==> config.mk <==
export PLATFORM = sky130hd
export DESIGN_NAME = multi_clk_gen
export DESIGN_NICKNAME = d
export VERILOG_FILES = /design/src/rtl/multi_clk_gen.sv
export SDC_FILE = /design/constraint.sdc
export NUM_CORES = 1
export LEC_CHECK = 0
export CAP_MARGIN = 20
export CORE_MARGIN = 5
export CORE_UTILIZATION = 45
export CTS_BUF_LIST = sky130_fd_sc_hd__clkbuf_8
export DETAILED_ROUTE_END_ITERATION = 8
export GPL_ROUTABILITY_DRIVEN = 0
export MAX_ROUTING_LAYER = met4
export PLACE_DENSITY_LB_ADDON = 0.1
export SLEW_MARGIN = 5
export SYNTH_ARGS = -nofsm -noshare
export SYNTH_HDL_FRONTEND = slang
export SYNTH_SLANG_ARGS = --single-unit
export TNS_END_PERCENT = 5
==> constraint.sdc <==
create_clock -name clk -period 19.03 [get_ports clk]
set_clock_uncertainty 0.15 [all_clocks]
set_input_delay 5.709 -clock clk [delete_from_list [all_inputs] [get_ports clk]]
set_output_delay 5.709 -clock clk [all_outputs]
set_load 0.005 [all_outputs]
==> src/rtl/multi_clk_gen.sv <==
// Multi-channel programmable clock divider with per-channel period, high time and start phase.
// Config goes to a shadow set and is applied glitch-free at idle or at the counter wrap.
module multi_clk_gen #(
  parameter int unsigned NUM_CH     = 4,
  parameter int unsigned CNT_W      = 16,
  parameter int unsigned DEF_PERIOD = 2,
  parameter int unsigned DEF_HIGH   = 1
) (
  input  logic              clk,
  input  logic              rst_n,
  input  logic [NUM_CH-1:0] en,
  input  logic              cfg_wr,
  input  logic [3:0]        cfg_ch,
  input  logic [CNT_W-1:0]  cfg_period,
  input  logic [CNT_W-1:0]  cfg_high,
  input  logic [CNT_W-1:0]  cfg_phase,
  output logic              cfg_err,
  output logic [NUM_CH-1:0] cfg_pending,
  output logic [NUM_CH-1:0] running,
  output logic [NUM_CH-1:0] clk_out
);

  localparam logic [CNT_W-1:0] DefPeriod = CNT_W'(DEF_PERIOD);
  localparam logic [CNT_W-1:0] DefHigh   = CNT_W'(DEF_HIGH);
  localparam logic [CNT_W-1:0] One       = CNT_W'(1);

  typedef enum logic [1:0] {StIdle, StRun, StDrain} state_e;

  logic cfg_bad;
  logic cfg_ok;
  logic cfg_err_q;

  always_comb begin
    cfg_bad = (32'(cfg_ch) >= NUM_CH) || (cfg_period == '0) ||
              (cfg_high > cfg_period) || (cfg_phase >= cfg_period);
  end

  assign cfg_ok  = cfg_wr & ~cfg_bad;
  assign cfg_err = cfg_err_q;

  always_ff @(posedge clk or negedge rst_n) begin
    if (!rst_n) begin
      cfg_err_q <= 1'b0;
    end else begin
      cfg_err_q <= cfg_wr & cfg_bad;
    end
  end

  for (genvar g = 0; g < NUM_CH; g++) begin : g_ch
    state_e           state_q, state_d;
    logic [CNT_W-1:0] per_s_q, high_s_q, ph_s_q;
    logic [CNT_W-1:0] per_a_q, per_a_d;
    logic [CNT_W-1:0] high_a_q, high_a_d;
    logic [CNT_W-1:0] ph_a_q, ph_a_d;
    logic [CNT_W-1:0] cnt_q, cnt_d;
    logic             pend_q, pend_d;
    logic             out_q, out_d;
    logic             wr_hit;
    logic             wrap;

    assign wr_hit = cfg_ok && (cfg_ch == 4'(g));
    assign wrap   = (cnt_q == per_a_q - One);

    // Shadow set only ever changes on an accepted write.
    always_ff @(posedge clk or negedge rst_n) begin
      if (!rst_n) begin
        per_s_q  <= DefPeriod;
        high_s_q <= DefHigh;
        ph_s_q   <= '0;
      end else if (wr_hit) begin
        per_s_q  <= cfg_period;
        high_s_q <= cfg_high;
        ph_s_q   <= cfg_phase;
      end
    end

    always_ff @(posedge clk or negedge rst_n) begin
      if (!rst_n) begin
        state_q  <= StIdle;
        per_a_q  <= DefPeriod;
        high_a_q <= DefHigh;
        ph_a_q   <= '0;
        cnt_q    <= '0;
        pend_q   <= 1'b0;
        out_q    <= 1'b0;
      end else begin
        state_q  <= state_d;
        per_a_q  <= per_a_d;
        high_a_q <= high_a_d;
        ph_a_q   <= ph_a_d;
        cnt_q    <= cnt_d;
        pend_q   <= pend_d;
        out_q    <= out_d;
      end
    end

    always_comb begin
      state_d  = state_q;
      per_a_d  = per_a_q;
      high_a_d = high_a_q;
      ph_a_d   = ph_a_q;
      cnt_d    = cnt_q;
      out_d    = out_q;
      pend_d   = pend_q | wr_hit;

      unique case (state_q)
        StIdle: begin
          cnt_d = '0;
          out_d = 1'b0;
          // A write landing on this same edge stays pending for later.
          if (pend_q) begin
            per_a_d  = per_s_q;
            high_a_d = high_s_q;
            ph_a_d   = ph_s_q;
            pend_d   = wr_hit;
          end
          if (en[g]) begin
            cnt_d   = (ph_a_d == '0) ? '0 : per_a_d - ph_a_d;
            out_d   = (cnt_d < high_a_d);
            state_d = StRun;
          end
        end

        StRun, StDrain: begin
          if (wrap) begin
            cnt_d = '0;
            if (pend_q) begin
              per_a_d  = per_s_q;
              high_a_d = high_s_q;
              ph_a_d   = ph_s_q;
              pend_d   = wr_hit;
            end
          end else begin
            cnt_d = cnt_q + One;
          end
          out_d = (cnt_d < high_a_d);

          if (state_q == StRun) begin
            if (!en[g]) state_d = StDrain;
          end else if (en[g]) begin
            state_d = StRun;
          end else if (wrap) begin
            state_d = StIdle;
            cnt_d   = '0;
            out_d   = 1'b0;
          end
        end

        default: begin
          state_d = StIdle;
          cnt_d   = '0;
          out_d   = 1'b0;
        end
      endcase
    end

    assign cfg_pending[g] = pend_q;
    assign running[g]     = (state_q != StIdle);
    assign clk_out[g]     = out_q;
  end

endmodule
==> impl.org <==
** Clock tree
- Post-CTS setup repair buffer count :: 0
- Maximum clock path buffer count :: 3
- The later pin in the worst-skew pair is clocked with a latency of 0.69 ns.
- TritonCTS built the clock tree.
- Hold repair after CTS inserted 0 buffers.
- The clock drives between 400 and 500 sinks.
- TritonCTS buffer count :: 86
- Root buf cell :: sky130_fd_sc_hd__clkbuf_8
- The H-tree was split into 3 levels.
- Gates resized during post-CTS repair numbered 0.
- After clock tree synthesis, the clock-pin slew on the worst setup and hold paths is 0.05 ns.

** Timing
- The final number of max-transition violations came to 0.
- The final critical path takes up between 40% and 50% of the cycle.
- Headroom to the max-slew limit came out at 29.11%.
- Highest clock frequency the design can meet :: 105.4 MHz
- Final total negative setup slack :: 0 ns
- Across all setup checks in the final design, the least slack found is 9.546 ns.
- The worst path in the final design needs a cycle of roughly 9.5 ns, including I/O delays and setup.
- The final count of hold timing violations came to 0.
- Unrepaired setup endpoints after global routing :: false
- Final setup fails :: 0
- For the pin with the worst max-slew slack, the measured transition is 1.063 ns.

** Power
- Power Density :: 133.1 mW/mm²
- Summing internal, switching and leakage power gives 0.004528 W.
- In this run the static leakage power is 15.85 nW.
- VDD sags by at most ~90 µV.

** Min path
- The worst hold path belongs to the class reg -> reg.

** Worst setup path
- Sort of element at the start of the critical path :: input pin
- By startpoint and endpoint, the worst setup path is classified as in -> reg.
- Data on the critical path is required at its endpoint by about 20 ns.
- Arrival time at the worst endpoint :: 9.89 ns
- STA classifies the critical path endpoint as a flop.
- Largest fanout of any net on the critical path :: 35

** Floorplan
- Effective utilization at floorplan :: 45.43%
- From bottom edge to top edge, the die measures between 200 and 300 µm.
- IO Count :: 72
- The total area inside the core boundary comes to 0.06728 mm².
- In this run the horizontal extent of the chip is 270.6 µm.
- The floorplan has 95 rows.
- The die covers 0.07324 mm².

** Final layout
- The net count of the finished layout is 3,454.
- Most frequent cells in the layout :: 445 x sky130_fd_sc_hd__dfrtp_1, 363 x sky130_fd_sc_hd__nor2_1, 309 x sky130_fd_sc_hd__mux2_2, 236 x sky130_fd_sc_hd__ha_1, 220 x sky130_fd_sc_hd__a21oi_1
- Share of layout cells above drive strength 1 :: 17.22%
- From synthesis to final layout, the design area changed by 11.27%.
- Leading cell type in the layout, fill and taps excluded :: sky130_fd_sc_hd__dfrtp_1

** Outcome
- Result of the run :: completed

** Drt
- The detailed router finished its first iteration with 1,648 violations.
- Dividing the detail-routed wire length by the instance count gives 22.44 µm.
- Summed over all layers, the routed wires come to 91,960 µm.
- First-pass iteration count of the detailed router :: 5
- The detailed router placed 23,990 vias in this run.
- In this run the remaining antenna-violating nets after routing total 0.
- Average via count per standard cell :: 5.853
- In the routed design, unresolved DRC markers number 0.

** Logic synthesis
- In this run, distinct cell masters in the synthesized netlist total 85.
- The number of nets handed over by synthesis was 3,407.
- The cell count after synthesis came out at 3,108.
- Synthesis inferred about 470 register bits.
- Counting flops with a built-in enable in the synthesized netlist gives 0.
- For this run, the number of Yosys warnings is 0.
- Summing the sequential cell areas from Yosys gives 38.13% of the chip area.
- Synth Cell Area :: approximately 0.031 mm²
- Among all flip-flop cells after synthesis, the most frequent one is sky130_fd_sc_hd__dfrtp_1.
- Async S/R FF share, synth :: 100.0%
- Syn Area/Cell :: slightly below 10 µm²

** GRT
- Maximum number of pins on one net before global-route repair :: 152
- Residual overflow from global routing :: 0
- First-pass GRT wire length :: 142,500 µm
- In the global route stage, overall resource usage came out at 25.29%.
- Antenna violations before repair :: 9
- The number of global-route vias before repair was about 24,000.

** Job
- Max-cap violations in this run came to 0.

** Placed design
- Port buffering added 71 buffers.
- Detailed placement finished with a half-perimeter wire length of 66,490 µm.
- Prior to clock tree synthesis, the placed netlist has a worst setup slack of a little under 9 ns.
==> critical path, cell delays in order <==
cell,delay [ns]
sky130_fd_sc_hd__clkdlybuf4s50_1,0.70
sky130_fd_sc_hd__inv_1,0.14
sky130_fd_sc_hd__ha_1,0.36
sky130_fd_sc_hd__a22o_1,0.24
sky130_fd_sc_hd__a2111oi_0,0.42
sky130_fd_sc_hd__o21ai_0,0.24
sky130_fd_sc_hd__o221ai_1,0.22
sky130_fd_sc_hd__o221a_2,0.40
sky130_fd_sc_hd__and3_2,0.50
sky130_fd_sc_hd__buf_4,0.49
sky130_fd_sc_hd__mux2_2,0.39
==> Yosys cell counts (23+ instances only) <==
cell	n	share of area (%)
sky130_fd_sc_hd__clkbuf_1	104	1.3
sky130_fd_sc_hd__and3_1	28	0.57
sky130_fd_sc_hd__mux2i_1	148	4.8
sky130_fd_sc_hd__nand3_1	56	0.92
sky130_fd_sc_hd__a21o_1	62	1.5
sky130_fd_sc_hd__nand4_1	44	0.90
sky130_fd_sc_hd__buf_2	23	0.38
sky130_fd_sc_hd__buf_1	23	0.28
sky130_fd_sc_hd__inv_1	98	1.2
sky130_fd_sc_hd__dfrtp_1	449	37
sky130_fd_sc_hd__nor3_1	44	0.72
sky130_fd_sc_hd__and2_1	23	0.47
sky130_fd_sc_hd__nor4_1	32	0.65
sky130_fd_sc_hd__ha_1	236	9.7
sky130_fd_sc_hd__a31oi_1	23	0.47
sky130_fd_sc_hd__xnor2_1	104	3.0
sky130_fd_sc_hd__o21ai_0	102	1.7
sky130_fd_sc_hd__nand2_1	148	1.8
sky130_fd_sc_hd__a21oi_1	223	3.7
sky130_fd_sc_hd__xor2_1	93	2.7
sky130_fd_sc_hd__nor2_1	363	4.5
sky130_fd_sc_hd__a22oi_1	37	0.91
sky130_fd_sc_hd__nor2b_1	32	0.65
sky130_fd_sc_hd__mux2_2	309	11
==> cell families after synthesis <==
family,Yosys count,share of synthesized area [%]
AOI/OAI and AO/OA,602,12.47
xor gates and xnor gates,197,5.645
and+or+nand+nor,883,13.93
adders and majority gates,240,9.922
muxes,461,16.45
DFF,465,38.13
buffers and inverters,260,3.447
==> report_power, final <==
| group | switching, W | leakage (nW) | internal (W) | total (W) |
|---|---|---|---|---|
| combinational | 0.00129 | 8.98 | 0.000809 | 0.00210 |
| sequential | 0.000204 | 5.82 | 0.00118 | 0.00138 |
| clock | 0.000459 | 1.04 | 0.000581 | 0.00104 |
| total | 0.00196 | 15.8 | 0.00257 | 0.00453 |
==> sequential cells by signal, summed over array words and instances (netlist names) <==
register and count:
cfg_err 1, g_ch.cnt_q 64, g_ch.high_a_q 64, g_ch.high_s_q 64, g_ch.out_q 4, g_ch.pend_q 4, g_ch.per_a_q 64, g_ch.per_s_q 64
g_ch.ph_a_q 64, g_ch.ph_s_q 64, g_ch.state_q 8
==> cell type report <==
type                            instances  area (µm²)
Clock buffer                          105        1445
Clock inverter                         51       387.9
Antenna cell                            2       5.005
Tap cell                              873        1092
Sequential cell                       465       11660
Timing Repair Buffer                  121        1124
Multi-Input combinational cell       2383       17930
Fill cell                            6219       33270
Inverter                               98       367.9
==> metal layers <==
metal / track usage (%) / routed length (µm) / up-vias / share of wire, %
met5: - / 0 / - / 0
met1: 34.47 / 42660 / 11900 / 46
met4: 7.171 / 2758 / 0 / 3.0
met3: 3.376 / 4220 / 166 / 4.6
met2: 39.91 / 42320 / 604 / 46
li1: - / - / 11310 / -
==> per-stage QoR <==
stage / instances / util, % / instance area (µm²) / hold WS [ns]
final: 4098 / 50.55 / 34010 / 0.3474
after global routing: 4098 / 50.55 / 34010 / 0.3652
after CTS: 4095 / 50.51 / 33980 / 0.3526
after detailed placement: 3939 / 47.78 / 32150 / 0.3379
after global placement: 3939 / 47.78 / 32150 / 0.3346
after floorplan: 3108 / - / 30570 / 0.3210
==> path summary, 6_finish.rpt <==
path | depth (start not counted) | endpoint | start | slack (ns)
max in group asynchronous | 5 | g_ch[3].per_a_q[13]$_DFFE_PN0P_ | rst_n | 10.94
min in group asynchronous | 1 | g_ch[0].pend_q$_DFF_PN0_ | rst_n | 4.93
hold reg to reg | 1 | g_ch[3].per_s_q[6]$_DFFE_PN0P_ | g_ch[3].per_s_q[6]$_DFFE_PN0P_ | 0.35
setup reg to reg | 22 | g_ch[1].out_q$_DFF_PN0_ | g_ch[1].pend_q$_DFF_PN0_ | 13.11
setup / recovery | 11 | g_ch[3].per_s_q[7]$_DFFE_PN0P_ | cfg_period[15] | 9.55
hold / removal | 1 | g_ch[3].per_s_q[6]$_DFFE_PN0P_ | g_ch[3].per_s_q[6]$_DFFE_PN0P_ | 0.35
Power figures use the tool's default switching activity.
